### src/rtl/instr_fetch_seq_pkg.sv
// Shared encodings for the instruction fetch sequencer: FSM states, next-PC
// select codes and the MIPS opcode/funct values that drive next-PC selection.
package instr_fetch_seq_pkg;

  typedef enum logic [2:0] {
    StIdle,
    StReq,
    StDecode,
    StIssue,
    StFault
  } state_e;

  // Next-PC select codes, shared with the PC mux.
  localparam logic [1:0] SEL_SEQ    = 2'd0;
  localparam logic [1:0] SEL_JUMP   = 2'd1;
  localparam logic [1:0] SEL_BRANCH = 2'd2;
  localparam logic [1:0] SEL_REG    = 2'd3;

  localparam logic [5:0] OP_RTYPE = 6'h00;
  localparam logic [5:0] OP_J     = 6'h02;
  localparam logic [5:0] OP_JAL   = 6'h03;
  localparam logic [5:0] OP_BEQ   = 6'h04;
  localparam logic [5:0] OP_BNE   = 6'h05;
  localparam logic [5:0] FN_JR    = 6'h08;

  function automatic logic [5:0] opcode_of(input logic [31:0] word);
    return word[31:26];
  endfunction

  function automatic logic [5:0] funct_of(input logic [31:0] word);
    return word[5:0];
  endfunction

endpackage

### src/rtl/next_pc_decode.sv
// Combinational next-PC select decode from an instruction word and the
// branch compare flag.
module next_pc_decode
  import instr_fetch_seq_pkg::*;
(
  input  logic [31:0] instr,
  input  logic        zero,
  output logic [1:0]  pc_sel
);

  always_comb begin
    pc_sel = SEL_SEQ;
    case (opcode_of(instr))
      OP_J, OP_JAL: pc_sel = SEL_JUMP;
      OP_BEQ:       if (zero) pc_sel = SEL_BRANCH;
      OP_BNE:       if (!zero) pc_sel = SEL_BRANCH;
      OP_RTYPE:     if (funct_of(instr) == FN_JR) pc_sel = SEL_REG;
      default:      pc_sel = SEL_SEQ;
    endcase
  end

endmodule

### src/rtl/instr_fetch_seq.sv
// Instruction fetch sequencer: requests a word at the current PC, latches it,
// decodes the next-PC select and pulses pc_load; faults on misalignment or timeout.
module instr_fetch_seq
  import instr_fetch_seq_pkg::*;
#(
  parameter int unsigned TIMEOUT      = 16,
  parameter logic [1:0]  RESET_PC_SEL = 2'd0
) (
  input  logic        clk,
  input  logic        reset_n,
  input  logic [31:0] pc,
  output logic        imem_req,
  output logic [31:0] imem_addr,
  input  logic        imem_ack,
  input  logic [31:0] imem_data,
  input  logic        zero,
  input  logic        stall,
  output logic [31:0] instr,
  output logic        instr_valid,
  output logic [1:0]  pc_sel,
  output logic [15:0] immediate,
  output logic [25:0] jump_address,
  output logic        pc_load,
  output logic        fault
);

  // Fault fires on the edge where the counter would reach TIMEOUT-1.
  localparam logic [3:0] WaitFault = 4'(TIMEOUT - 2);

  state_e      state_q, state_d;
  logic [3:0]  wait_q, wait_d;
  logic [31:0] addr_q, addr_d;
  logic [31:0] instr_q, instr_d;
  logic [1:0]  pc_sel_q, pc_sel_d;
  logic [1:0]  dec_sel;
  logic        start_fetch;

  next_pc_decode u_next_pc_decode (
    .instr  (instr_q),
    .zero   (zero),
    .pc_sel (dec_sel)
  );

  always_ff @(posedge clk or negedge reset_n) begin
    if (!reset_n) begin
      state_q  <= StIdle;
      wait_q   <= '0;
      addr_q   <= '0;
      instr_q  <= '0;
      pc_sel_q <= RESET_PC_SEL;
    end else begin
      state_q  <= state_d;
      wait_q   <= wait_d;
      addr_q   <= addr_d;
      instr_q  <= instr_d;
      pc_sel_q <= pc_sel_d;
    end
  end

  always_comb begin
    state_d     = state_q;
    wait_d      = wait_q;
    addr_d      = addr_q;
    instr_d     = instr_q;
    pc_sel_d    = pc_sel_q;
    start_fetch = 1'b0;

    case (state_q)
      StIdle: start_fetch = 1'b1;
      StReq: begin
        if (imem_ack) begin
          instr_d = imem_data;
          state_d = StDecode;
        end else begin
          wait_d = wait_q + 4'd1;
          if (wait_q == WaitFault) state_d = StFault;
        end
      end
      StDecode: begin
        pc_sel_d = dec_sel;
        if (!stall) state_d = StIssue;
      end
      StIssue: if (!stall) start_fetch = 1'b1;
      StFault: state_d = StFault;
      default: state_d = StFault;
    endcase

    // A misaligned PC never issues a request.
    if (start_fetch) begin
      if (pc[1:0] != 2'b00) begin
        state_d = StFault;
      end else begin
        state_d = StReq;
        addr_d  = pc;
        wait_d  = '0;
      end
    end
  end

  assign imem_req     = (state_q == StReq);
  assign imem_addr    = addr_q;
  assign instr        = instr_q;
  assign instr_valid  = (state_q == StDecode) || (state_q == StIssue);
  assign pc_sel       = pc_sel_q;
  assign immediate    = instr_q[15:0];
  assign jump_address = instr_q[25:0];
  assign pc_load      = (state_q == StIssue) && !stall;
  assign fault        = (state_q == StFault);

endmodule

### config.mk
export PLATFORM = sky130hd
export DESIGN_NAME = instr_fetch_seq
export DESIGN_NICKNAME = d
export VERILOG_FILES = /design/src/rtl/instr_fetch_seq_pkg.sv /design/src/rtl/next_pc_decode.sv /design/src/rtl/instr_fetch_seq.sv
export SDC_FILE = /design/constraint.sdc
export NUM_CORES = 1
export LEC_CHECK = 0
export ABC_AREA = 1
export CORE_ASPECT_RATIO = 0.8
export CORE_MARGIN = 5
export CORE_UTILIZATION = 41
export CTS_CLUSTER_SIZE = 14
export DETAILED_ROUTE_END_ITERATION = 6
export PLACE_DENSITY = 0.82
export SLEW_MARGIN = 30
export SYNTH_ARGS = -nofsm -noshare
export SYNTH_HDL_FRONTEND = slang
export SYNTH_SLANG_ARGS = --single-unit
export TNS_END_PERCENT = 5
### constraint.sdc
create_clock -name clk -period 3.9 [get_ports clk]
set_input_delay 1.17 -clock clk [delete_from_list [all_inputs] [get_ports clk]]
set_output_delay 1.17 -clock clk [all_outputs]
set_load 0.02 [all_outputs]
# [Word level (Yosys, flattened, before mapping)]
# Cells that the tools add are included.
[classes] addsub=1 n_eq_ne=13 n_mux=16 n_bitwise=1 n_reduce_logical=11
[op_table] operator="$mux W4" n=4
[op_table] operator="$mux W3" n=5
[op_table] operator="$eq A6 B2 Y1 const B" n=2
[op_table] operator="$eq A6 B3 Y1 const B" n=2
[op_table] operator="$pmux W3 S3" n=1
[op_table] operator="$pmux W2 S4" n=1
[op_table] operator="$eq A3 B2 Y1 const B" n=2
[op_table] operator="$eq A6 B4 Y1 const B" n=1
[op_table] operator="$logic_not A6 Y1" n=1
[op_table] operator="$mux W2" n=3
[op_table] operator="$add A4 B1 Y4 const B" n=1
[op_table] operator="$eq A4 B4 Y1 const B" n=1
[op_table] operator="$ne A4 B1 Y1 const B" n=1
[op_table] operator="$reduce_and A2 Y1" n=2
[op_table] operator="$reduce_or A2 Y1" n=2
[op_table] operator="$eq A3 B1 Y1 const B" n=1
[op_table] operator="$eq A3 B3 Y1 const B" n=1
[op_table] operator="$logic_not A3 Y1" n=1
[op_table] operator="$ne A3 B3 Y1 const B" n=1
[op_table] operator="$reduce_and A3 Y1" n=1
[op_table] operator="$ne A2 B1 Y1 const B" n=1
[op_table] operator="$pmux W1 S2" n=1
[op_table] operator="$reduce_bool A2 Y1" n=1
[op_table] operator="$logic_and A1 B1 Y1" n=1
[op_table] operator="other kinds (4)" n=4
[word_totals] ff_bits=73 in_bits=69 wordCells=47

# [Longest topological paths before layout]
[logic_depth] ltp_word=5 depth_mapped=9

# [By module]
# A second synthesis with hierarchy kept.
[hier_totals] hier_cells=408 hier_area_um2=3443.3
[by_module_without_submodules] module="instr_fetch_seq" instances=1 cells_per_inst=386 area_per_inst_um2=3347.0 seq_area_each_um2=1826.8
[by_module_without_submodules] module="next_pc_decode" instances=1 cells_per_inst=22 area_per_inst_um2=96.3 seq_area_each_um2=0.0

# [Worst setup path after synthesis]
# OpenSTA, ideal clock, no wires.
[synth_timing] path_kind="input to output" start="input port stall" end="output port pc_load" arrival_time_ps=1458 required_time_ps=2730 slack_ps=1272 cell_stages=3 path_cell_list="inv_1 nand3_1 inv_1"
[synth_between] elab_chain_cells=2
[synth_rtl] item="start: declaration" line="instr_fetch_seq.sv:17" rtl="input logic stall,"
[synth_rtl] item="$logic_not A1 Y1" line="instr_fetch_seq.sv:107" rtl="assign pc_load = (state_q == StIssue) && !stall;"
[synth_rtl] item="$logic_and A1 B1 Y1" line="instr_fetch_seq.sv:107"
[synth_rtl] item="end: declaration" line="instr_fetch_seq.sv:23" rtl="output logic pc_load,"
# Every way passes these cells.

# [Final worst setup path]
# Same ends and word-level chain as after synthesis.

==> flow_summary.toml <==
[drt]
drc_errors = 0
vias = 2931
drt-wirelength-per-cell_um = 13.8
ant_nets = 0
drt_iter0_markers = 152
drtPass1Iterations = 6
routed_wl_um = 9000
vias_per_cell = 4.51

[setup_path]
cp_slowest_cell = "clkdlybuf4s50_1"
cp_top_family = "buffers and inverters"
rr_worst_depth = 6
cp.depth = 5
max_stage_delay_ps = 590
critPathMaxFanout = 2
critPathBufInv = 4
path_cells = "clkdlybuf4s50_1 > inv_1 > nand3_1 > inv_1 > clkdlybuf4s50_1"
start_kind = "input port"
end_kind = "output port"
crit_required_ps = 2730
cp.arrival_ps = 2390
critPathKind = "input port to output port"

[yosys]
synth_largest_area_cell = "dfrtp_1"
syn_area_mm2 = 0.00332
seq_area_frac_synth_pct = 55.0
yosys_register_bits = 73
synthTopCellsByArea = "dfrtp_1, nand2_1, buf_4"
synth_edf_count = 0
yosys_warnings = 0
yosysMostFrequentCell = "nand2_1"
netlist.area_leader.share_pct = 55.0
synthesis.nets = 471
syn_area_per_cell_um2 = 8.30
ys.flop_type = "dfrtp_1"
synthDistinctLibCells = 21
syn_inst = 400
synth_commonest_cells = "nand2_1, dfrtp_1, buf_4, nor2_1, inv_1"
synthArstFlopShare_pct = 100

[timing]
fin_crit_sh_pct = 91.4
period_minus_slack_ps = 3560
finalSetupViolCount = 0
fin_ws_ps = 336
fmax_mhz = 281
worst_pin_slew_ps = 645
skew_ps = 6.31
relSlewSlack_pct = 57.0
final_hold_viol_count = 0
rsz0062_at_grt = "false"
finalMaxSlewViolations = 0
final.setup.tns_ps = 0

[clocking]
root_buffer = "clkbuf_8"
postCtsSetupRepairBufs = 0
cts_tree = "done"
cts-resized-gates = 0
hold_buffers = 0
cts.sinks = 73
htree_num_levels = 3
cts.clk_slew.worst_paths_ps = 70
cts_buffer_depth = 2
insertion_delay_ps = 340
numCtsBuffers = 9

[placed_design]
port_buffers = 180
place_congestion = 0.758
hpwl_um = 6770
place_ws_ps = 329
place_area_mm2 = 0.00486

[floorplanning]
io_pins = 181
core-area_mm2 = 0.00791
initial_core_util_pct = 42.0
dieWidth_um = 111
die_h_um = 90.5
rows = 29
dieArea_mm2 = 0.0100

[min_path]
hp-class = "register to register"
hold_depth = 2

[global_route]
overflow = 0
grt_pass1_wl_um = 14600
antenna_found_initial = 0
grt_max_degree = 74
grt_pass1_vias = 2852
grtUsageTotal_pct = 17.9

[flow_run]
maxCapViolations = 0

[final_layout]
nets = 609
antennaDiodeCount = 0
fillCellCount = 684
final_design_area_no_fill_mm2 = 0.00505
syn2layout_area_growth_pct = 52.2
drive_gt1_share_pct = 4.43

[power]
peakVddDrop_v = 0.000244
powerDensity_mw_per_mm2 = 403
power_uw = 2040
leakage_uw = 0.00249

[run_status]
status = "complete, no violations"
## placed cells by master, fill, tap and decap left out
master           Yosys  layout
nand3b_1             1       1
buf_6                3       1
o21ai_0              6       6
or2_2                1       1
clkdlybuf4s50_1      0     179
dfrtp_1             73      73
a21oi_1              3       3
clkinvlp_4           0       2
nand4_1              1       1
inv_1               17      17
nand2_2              1       1
bufinv_16            0       1
nand3_1              5       5
o21ai_1              1       1
ha_1                 2       2
clkbuf_8             0       9
buf_4               45       1
nor3_4               1       1
nor2_1              26      26
inv_2                3       3
nor3_1               3       3
clkinv_2             0       3
nand2_4              1       1
nand2_1            201     201
## worst register-to-register path, cell delays in order, from the launching register on
cell and delay, ps:
dfrtp_1 440, nor3_4 300, nand2_4 250, inv_2 550
nor2_1 160, nand2_1 100, nor2_1 40
## per-layer routing
metal	vias to the layer above	wire (um)	track usage, %
li1	1437	-	-
met1	1354	3860	21.9
met3	8	796	7.77
met4	0	88	3.90
met5	-	0	0
met2	132	4260	29.6
## through the flow
step / cells / utilization (%) / hold slack [ps]
3_5_place_dp: 635 / 61.5 / 465
4_1_cts: 650 / 63.8 / 482
2_1_floorplan: 400 / - / 503
3_3_place_gp: 635 / 61.5 / 462
5_1_grt: 650 / 63.9 / 502
6_report: 650 / 63.9 / 477
## layout make-up
cell class                 count  area (um2)  area share (%)
timing repair buffer         181        1810            35.8
multi-input combinational    253        1020            20.2
tap                          108         135            2.67
clock buffer                   9         124            2.45
clock inverter                 6        60.1            1.19
inverter                      20        75.1            1.49
sequential                    73        1830            36.2
## path summary, 6_finish.rpt
| path | start | end | slack [ps] |
|---|---|---|---|
| min in group asynchronous | reset_n | instr[29]$_DFFE_PN0P_ | 830 |
| min | imem_addr[5]$_DFFE_PN0P_ | imem_addr[5]$_DFFE_PN0P_ | 480 |
| max in group asynchronous | reset_n | imem_addr[3]$_DFFE_PN0P_ | 2610 |
| max | stall | pc_load | 340 |
| min reg2reg | imem_addr[5]$_DFFE_PN0P_ | imem_addr[5]$_DFFE_PN0P_ | 480 |
| max reg2reg | state_q[1]$_DFFE_PN0P_ | state_q[2]$_DFFE_PN0P_ | 1950 |
## report_power, final
part | total [uW] | leakage [uW] | internal (uW) | switching [uW]
logic | 575 | 0.00145 | 295 | 280
registers | 906 | 0.000949 | 844 | 61.5
clock network | 555 | 0.0000909 | 288 | 267
## registers in the layout, summed over array words and instances, names as in the netlist
name and flops:
pc_sel 2, imem_addr 32, wait_q 4, instr 32, state_q 3
## kinds of logic (layout without fill, tap and decap cells)
family	after synthesis	in the layout	synth area share, %
buffers and inverters	74	216	14.2
AND/OR/NAND/NOR	241	241	28.5
AO/OA/AOI/OAI	10	10	1.51
adder cells (fa/ha/maj)	2	2	0.754
flip-flops	73	73	55.0
Note: power is estimated with default switching activity, not from simulation.
